===== src/rtl/pipe_hazard_pkg.sv =====
// Shared types and constants for the pipe_hazard interlock / forwarding unit.
package pipe_hazard_pkg;

    localparam int REG_IDX_W = 5;

    // Forward-select encodings: 0 reads the register file, k takes stage k's result.
    localparam int SEL_RF = 0;
    localparam int SEL_X  = 1;
    localparam int SEL_M  = 2;
    localparam int SEL_WB = 3;

    typedef struct packed {
        logic                 valid;
        logic [REG_IDX_W-1:0] rd;
        logic                 regwren;
        logic                 memren;
    } shadow_entry_t;

    function automatic shadow_entry_t make_entry(
        input logic                 valid,
        input logic [REG_IDX_W-1:0] rd,
        input logic                 regwren,
        input logic                 memren
    );
        shadow_entry_t e;
        e.valid   = valid;
        e.rd      = rd;
        e.regwren = regwren;
        e.memren  = memren;
        return e;
    endfunction

endpackage


===== src/rtl/pipe_hazard_srcchk.sv =====
// Per-source hazard check: finds the youngest in-flight writer of one source
// register and decides between stalling and forwarding from that stage.
module pipe_hazard_srcchk
    import pipe_hazard_pkg::*;
#(
    parameter int NSTAGE     = 3,
    parameter int LOAD_READY = 2,
    parameter int SEL_W      = $clog2(NSTAGE + 1),
    parameter bit FWD_EN     = 1'b0
) (
    input  logic                        use_i,
    input  logic [REG_IDX_W-1:0]        idx_i,
    input  shadow_entry_t [NSTAGE:1]    entries_i,
    output logic                        stall_o,
    output logic [SEL_W-1:0]            sel_o
);

    logic hit;
    logic hit_load;
    int   hit_k;

    // Scan oldest to youngest so the lowest matching stage is what remains.
    always_comb begin
        hit      = 1'b0;
        hit_load = 1'b0;
        hit_k    = 0;
        for (int k = NSTAGE; k >= 1; k--) begin
            if (use_i && (idx_i != '0) && entries_i[k].valid &&
                entries_i[k].regwren && (entries_i[k].rd == idx_i)) begin
                hit      = 1'b1;
                hit_load = entries_i[k].memren;
                hit_k    = k;
            end
        end
    end

    always_comb begin
        stall_o = 1'b0;
        sel_o   = SEL_W'(SEL_RF);
        if (FWD_EN) begin
            stall_o = hit && hit_load && (hit_k < LOAD_READY);
            if (hit && !stall_o) begin
                sel_o = SEL_W'(hit_k);
            end
        end else begin
            // The oldest stage is covered by the register-file write-through.
            stall_o = hit && (hit_k < NSTAGE);
        end
    end

endmodule


===== src/rtl/pipe_hazard.sv =====
// Pipeline hazard unit: shadow of post-decode stages, stall/flush/forward
// decisions and saturating event counters. Forwarding enabled by PIPE_HAZARD_FORWARD_EN.
module pipe_hazard
    import pipe_hazard_pkg::*;
#(
    parameter int NSTAGE     = 3,
    parameter int LOAD_READY = 2,
    parameter int CNT_W      = 32,
    parameter int SEL_W      = $clog2(NSTAGE + 1)
) (
    input  logic                 clk,
    input  logic                 reset,
    input  logic                 id_valid_i,
    input  logic [4:0]           id_rs1_i,
    input  logic [4:0]           id_rs2_i,
    input  logic                 id_rs1_use_i,
    input  logic                 id_rs2_use_i,
    input  logic [4:0]           id_rd_i,
    input  logic                 id_regwren_i,
    input  logic                 id_memren_i,
    input  logic                 ex_redirect_i,
    output logic                 stall_o,
    output logic                 flush_o,
    output logic [SEL_W-1:0]     fwd_rs1_sel_o,
    output logic [SEL_W-1:0]     fwd_rs2_sel_o,
    output logic [CNT_W-1:0]     stall_cnt_o,
    output logic [CNT_W-1:0]     flush_cnt_o
);

`ifdef PIPE_HAZARD_FORWARD_EN
    localparam bit FWD_EN = 1'b1;
`else
    localparam bit FWD_EN = 1'b0;
`endif

    shadow_entry_t [NSTAGE:1] shadow_q, shadow_d;
    logic [CNT_W-1:0]         stall_cnt_q, stall_cnt_d;
    logic [CNT_W-1:0]         flush_cnt_q, flush_cnt_d;

    logic active;
    logic rs1_stall, rs2_stall;

    // Outputs are forced quiet while reset is held, independent of any clock edge.
    assign active = id_valid_i & ~reset;

    pipe_hazard_srcchk #(
        .NSTAGE     (NSTAGE),
        .LOAD_READY (LOAD_READY),
        .SEL_W      (SEL_W),
        .FWD_EN     (FWD_EN)
    ) u_rs1_chk (
        .use_i     (id_rs1_use_i & active),
        .idx_i     (id_rs1_i),
        .entries_i (shadow_q),
        .stall_o   (rs1_stall),
        .sel_o     (fwd_rs1_sel_o)
    );

    pipe_hazard_srcchk #(
        .NSTAGE     (NSTAGE),
        .LOAD_READY (LOAD_READY),
        .SEL_W      (SEL_W),
        .FWD_EN     (FWD_EN)
    ) u_rs2_chk (
        .use_i     (id_rs2_use_i & active),
        .idx_i     (id_rs2_i),
        .entries_i (shadow_q),
        .stall_o   (rs2_stall),
        .sel_o     (fwd_rs2_sel_o)
    );

    // A redirect squashes the dependent instruction, so it overrides any stall.
    assign flush_o = ex_redirect_i & ~reset;
    assign stall_o = (rs1_stall | rs2_stall) & ~flush_o;

    always_comb begin
        shadow_d    = shadow_q;
        shadow_d[1] = make_entry(1'b0, '0, 1'b0, 1'b0);
        if (id_valid_i && !stall_o && !flush_o) begin
            shadow_d[1] = make_entry(1'b1, id_rd_i, id_regwren_i, id_memren_i);
        end
        for (int k = 2; k <= NSTAGE; k++) begin
            shadow_d[k] = shadow_q[k-1];
        end
    end

    always_comb begin
        stall_cnt_d = stall_cnt_q;
        flush_cnt_d = flush_cnt_q;
        if (stall_o && (stall_cnt_q != {CNT_W{1'b1}})) begin
            stall_cnt_d = stall_cnt_q + CNT_W'(1);
        end
        if (flush_o && (flush_cnt_q != {CNT_W{1'b1}})) begin
            flush_cnt_d = flush_cnt_q + CNT_W'(1);
        end
    end

    always_ff @(posedge clk or posedge reset) begin
        if (reset) begin
            shadow_q    <= '0;
            stall_cnt_q <= '0;
            flush_cnt_q <= '0;
        end else begin
            shadow_q    <= shadow_d;
            stall_cnt_q <= stall_cnt_d;
            flush_cnt_q <= flush_cnt_d;
        end
    end

    assign stall_cnt_o = stall_cnt_q;
    assign flush_cnt_o = flush_cnt_q;

endmodule

===== config.mk =====
export PLATFORM = sky130hd
export DESIGN_NAME = pipe_hazard
export DESIGN_NICKNAME = d
export VERILOG_FILES = /design/src/rtl/pipe_hazard_pkg.sv /design/src/rtl/pipe_hazard_srcchk.sv /design/src/rtl/pipe_hazard.sv
export SDC_FILE = /design/constraint.sdc
export NUM_CORES = 1
export LEC_CHECK = 0
export CAP_MARGIN = 30
export CORE_MARGIN = 3
export CORE_UTILIZATION = 53
export CTS_CLUSTER_DIAMETER = 30
export DETAILED_ROUTE_END_ITERATION = 7
export GPL_TIMING_DRIVEN = 0
export PLACE_DENSITY = 0.87
export SLEW_MARGIN = 15
export SYNTH_ARGS = -nofsm -noshare
export SYNTH_HDL_FRONTEND = slang
export SYNTH_SLANG_ARGS = --single-unit

===== constraint.sdc =====
create_clock -name clk -period 6.3 [get_ports clk]
set_clock_uncertainty 0.15 [all_clocks]
set_input_delay 1.26 -clock clk [delete_from_list [all_inputs] [get_ports clk]]
set_output_delay 1.26 -clock clk [all_outputs]
set_load 0.01 [all_outputs]

# --- Word-level counts from Yosys, hierarchy flattened ---
# Index checks and enable logic that the tools add are counted.
totals:
  register_bits: 85
  inputBits: 23
  wordCells: 74
classes:
  n_addsub: 2
  n_lt_le_gt_ge: 2
  n_eq_ne: 8
  n_mux: 13
  bitwise_logic: 8
  reduce_logical: 30
op_table:
  columns: ["operator", "count"]
  rows:
  - ["adder 32 x 1 -> 32 bit, second input constant", 2]
  - ["inequality test 32 bit, second input constant", 2]
  - ["equality test 5 bit", 6]
  - ["logical AND 1 bit", 26]
  - ["two-way mux 2 bit", 6]
  - ["nonzero test 5 bit", 2]
  - ["two-way mux 8 bit", 1]
  - ["two-way mux 1 bit", 6]
  - ["AND 1 bit", 5]
  - ["less-than comparator 2 bit, second input constant", 2]
  - ["logical NOT 1 bit", 2]
  - ["inverter 1 bit", 2]
  - ["OR 1 bit", 1]

# --- Depth between registers and ports, before layout ---
logic_depth:
  word_depth: 18
  depth_mapped: 8
  ltp_nobuf: 7

# --- By module ---
# From an unflattened synthesis, not the netlist that was laid out.
hier_totals:
  cells_unflattened: 387
  area_unflattened_um2: 4215.3
modules_own_cells:
  columns: ["module", "n_inst", "cells_per_inst", "area_each_um2", "seq_area_each_um2"]
  rows:
  - ["pipe_hazard", 1, 347, 3905.0, 2202.1]
  - ["pipe_hazard_srcchk", 2, 20, 155.1, 0.0]

# --- Worst setup path before layout ---
# OpenSTA, ideal clock, no wires.
synth_path:
  path_type: "input to output"
  startpoint: "in reset"
  endpoint: "out stall_o"
  t_arrival_ns: 3.835
  required_ns: 4.890
  slack_ns: 1.055
  cell_stages: 4
  path_buffers: 0
  cell_sequence: "inv_1 > nand2_1 > inv_1 > nor2_1"
synth_via:
  word_cells_on_any_way: 44
  cone_classes: "order compare: 2; mux: 12; bitwise: 8; reduce/logical: 22"
synth_rtl:
  columns: ["element", "line_no", "rtl"]
  rows:
  - ["start: declaration", "pipe_hazard.sv:12", "input logic reset,"]
  - ["inverter 1 bit", "pipe_hazard.sv:73", "assign flush_o = ex_redirect_i & ~reset;"]
  - ["AND 1 bit", "pipe_hazard.sv:73", null]
  - ["via flush_o", "pipe_hazard.sv:23", "output logic flush_o,"]
  - ["inverter 1 bit", "pipe_hazard.sv:74", "assign stall_o = (rs1_stall | rs2_stall) & ~flush_o;"]
  - ["AND 1 bit", "pipe_hazard.sv:74", null]
  - ["end: declaration", "pipe_hazard.sv:22", "output logic stall_o,"]
# The timed path passes the listed nets, and every way through them passes these cells.

# --- Worst setup path after layout ---
layout_path:
  startpoint: "in reset"
  endpoint: "out stall_o"
layout_via:
  elab_chain_cells: 14
  word_cells_on_any_way: 44
  cone_classes: "order compare: 2; mux: 12; bitwise: 8; reduce/logical: 22"
layout_rtl:
  columns: ["element", "line_no", "rtl"]
  rows:
  - ["inverter 1 bit *", "pipe_hazard.sv:44, pipe_hazard.sv:73", null]
  - ["AND 1 bit", "pipe_hazard.sv:44", "assign active = id_valid_i & ~reset;"]
  - ["AND 1 bit (on tied branches)", "pipe_hazard.sv:52, pipe_hazard.sv:65", null]
  - ["logical AND 1 bit (3 in series)", "pipe_hazard_srcchk.sv:28", "if (use_i && (idx_i != '0) && entries_i[k].valid &&"]
  - ["logical AND 1 bit", "pipe_hazard_srcchk.sv:29", "entries_i[k].regwren && (entries_i[k].rd == idx_i)) begin"]
  - ["two-way mux 2 bit (3 in series)", "pipe_hazard_srcchk.sv:28", null]
  - ["less-than comparator 2 bit", "pipe_hazard_srcchk.sv:47", "stall_o = hit && (hit_k < NSTAGE);"]
  - ["logical AND 1 bit", "pipe_hazard_srcchk.sv:47", null]
  - ["OR 1 bit", "pipe_hazard.sv:74", null]
  - ["AND 1 bit *", "pipe_hazard.sv:74", null]
# Every way passes the cells marked *; elsewhere a longest branch is shown, timed or not.

==> results_dict.tcl <==
set metrics [dict create \
    slew_headroom 0.5743 \
    dieHeight_um 90.90 \
    wl_um 8918 \
    fin_cells 550 \
    max_freq_mhz 204.5 \
    drt_iter0_markers 143 \
    numPortBuffers 87 \
    ys_types 36 \
    cts_setup_buffers 0 \
    cellLeakagePower_nw 2.210 \
    cts_tree "done" \
    synth-seq-cells 78 \
    initial_core_util 0.5531 \
    nNetsFinal 475 \
    yosysWarnings 0 \
    root_buffer "clkbuf_8" \
    synth_flop_cell "dfrtp_1" \
    fin_ws_ns 1.411 \
    busiest_layer "met2" \
    grtUsageMet2 0.3725 \
    yosysTopAreaCell "dfrtp_1" \
    use_met3 0.04500 \
    synthCells 348 \
    ir_drop_mv 0.1380 \
    wl_per_cell_um 16.21 \
    gp_congestion 0.8835 \
    period_share 0.7760 \
    yosysMostFrequentCell "dfrtp_1" \
    placed_cells 535 \
    crit_required_ns 4.89 \
    cts_buffers 9 \
    ff2ff_setup_slack_ns 3.68 \
    ys_top_cells_by_area "dfrtp_1 (51%), xnor2_1 (12%), xor2_1 (6.4%)" \
    synth_top_cells_by_count "dfrtp_1 (78), xnor2_1 (51), nand4_1 (33)" \
    finalHoldViolations 0 \
    first_pass_iters 4 \
    insertion_delay_ns 0.34 \
    synthArstFlopShare 1.000 \
    fin_area_sq_um 5066 \
    synth_top_area_frac 0.5110 \
    drc_errors 0 \
    arrival_ns 3.48 \
    grt_max_degree 44 \
    seq_area_frac_synth 0.5110 \
    dieArea_sq_um 8262 \
    path_clk_slew_ns 0.08 \
    setup_viol 0 \
    min_period_ns 4.889 \
    rsz0062_at_grt "false" \
    met1_usage 0.2727 \
    via_count 3056 \
    synth-edff-count 0 \
    cp_max_fo 43 \
    cts_sinks 78 \
    antennaDiodeCount 0 \
    path_class "in2out" \
    postSynthAreaPerCell_sq_um 10.98 \
    drv_cap 0 \
    placed_area_sq_um 4845 \
    pre_cts_ws_ns 1.384 \
    htreeDepth 3 \
    gr-total-overflow 0 \
    die_w_um 90.90 \
    status "finished, final reports clean" \
    vias_per_cell 5.556 \
    finalMaxSlewViolations 0 \
    hold_path_class "reg2reg" \
    grt.total_usage 0.2192 \
    clk_path_buf_depth 2 \
    holdWs_ns 0.2272 \
    ios 93 \
    netlist_area_sq_um 3820 \
    drive_gt1_frac 0.07269 \
    worst_pin_slew_ns 0.6337 \
    grt_pass1_vias 3178 \
    cts_resized 0 \
    dp_hpwl_um 6485 \
    antenna_found_initial 0 \
    ant_nets 0 \
    rows 30 \
    area_delta_synth_final_pct 32.62 \
    cp-start-kind "input pin" \
    ctsHoldBuffers 0 \
    p_per_area_nw_per_um2 220.4 \
    cp-end-kind "primary output" \
    coreArea_sq_um 6907 \
    nFillCells 509 \
    grt_first_pass_wirelength_um 14780 \
]
worst max-delay path, stage by stage:
cell             delay (ns)
clkdlybuf4s50_1        0.46
inv_4                  0.38
buf_12                 0.30
nand2_1                0.29
inv_1                  0.21
nor2_1                 0.09
clkdlybuf4s50_1        0.48
cells by family after synthesis:
| group | after synthesis | synth area share |
|---|---|---|
| adders and majority gates | 2 | 0.006550 |
| AOI/OAI and AO/OA | 8 | 0.01867 |
| other | 1 | 0.0009817 |
| and+or+nand+nor | 157 | 0.2450 |
| xor gates and xnor gates | 79 | 0.1811 |
| muxes | 4 | 0.01179 |
| DFF | 78 | 0.5110 |
| buffers and inverters | 19 | 0.02490 |
metal layers:
metal	up-vias	part of all wire
met1	1501	0.42
li1	1438	-
met3	16	0.052
met5	-	0
met4	0	0.017
met2	101	0.51
final timing paths:
path / startpoint / endpoint / cells after the start
min reg2reg: shadow_d[9]$_DFF_PP0_ / shadow_d[17]$_DFF_PP0_ / 0
min in group asynchronous: reset / shadow_d[10]$_DFF_PP0_ / 2
max reg2reg: stall_cnt_o[8]$_DFFE_PP0P_ / stall_cnt_o[1]$_DFFE_PP0P_ / 5
max in group asynchronous: reset / flush_cnt_o[27]$_DFFE_PP0P_ / 3
min: shadow_d[9]$_DFF_PP0_ / shadow_d[17]$_DFF_PP0_ / 0
max: reset / stall_o / 7
per-stage QoR:
stage	setup TNS (ns)	util	total power (W)
after floorplan	0	-	0.0006266
after global placement	-1.492	0.6982	0.0006974
after detailed placement	0	0.7014	0.0007085
after CTS	0	0.7335	0.001123
after global routing	0	0.7335	0.001160
final	0	0.7335	0.001116
cells in the final DEF, fill, tap and decap left out, drive strengths merged:
master,n
or4b,1
xor2,28
nand2b,1
conb,4
ha,2
mux2,4
nor3,2
o32ai,1
and4,15
inv,3
nand3,19
and3,24
a21oi,1
nand3b,1
a22oi,2
and2,11
buf,10
and4b,1
clkdlybuf4s50,87
nand4,33
clkinv,2
nor2,14
bufinv,2
o22a,1
nor4b,1
clkbuf,18
dfrtp,78
nand2,24
a2111o,1
nor2b,1
nor4,7
xnor2,51
o211ai,2
or4,2
power by group:
group | switching [W] | internal [W] | total [W]
registers | 0.0000305 | 0.000526 | 0.000556
clock network | 0.000177 | 0.000242 | 0.000419
logic | 0.0000641 | 0.0000772 | 0.000141
total | 0.000272 | 0.000844 | 0.00112
area by class of cell:
type | count | area, sq um | share of cell area
inverter | 3 | 13.76 | 0.002717
tap | 96 | 120.1 | 0.02371
sequential | 78 | 1952 | 0.3853
timing repair buffer | 88 | 890.9 | 0.1758
buffer | 16 | 83.83 | 0.01655
multi-input combinational | 254 | 1784 | 0.3522
clock inverter | 4 | 70.07 | 0.01383
clock buffer | 11 | 151.4 | 0.02988
flip-flops by register name (all words and copies together) (netlist names):
| signal | count |
|---|---|
| stall_cnt_o | 32 |
| flush_cnt_o | 32 |
| shadow_d | 14 |
Power figures use the tool's default switching activity.
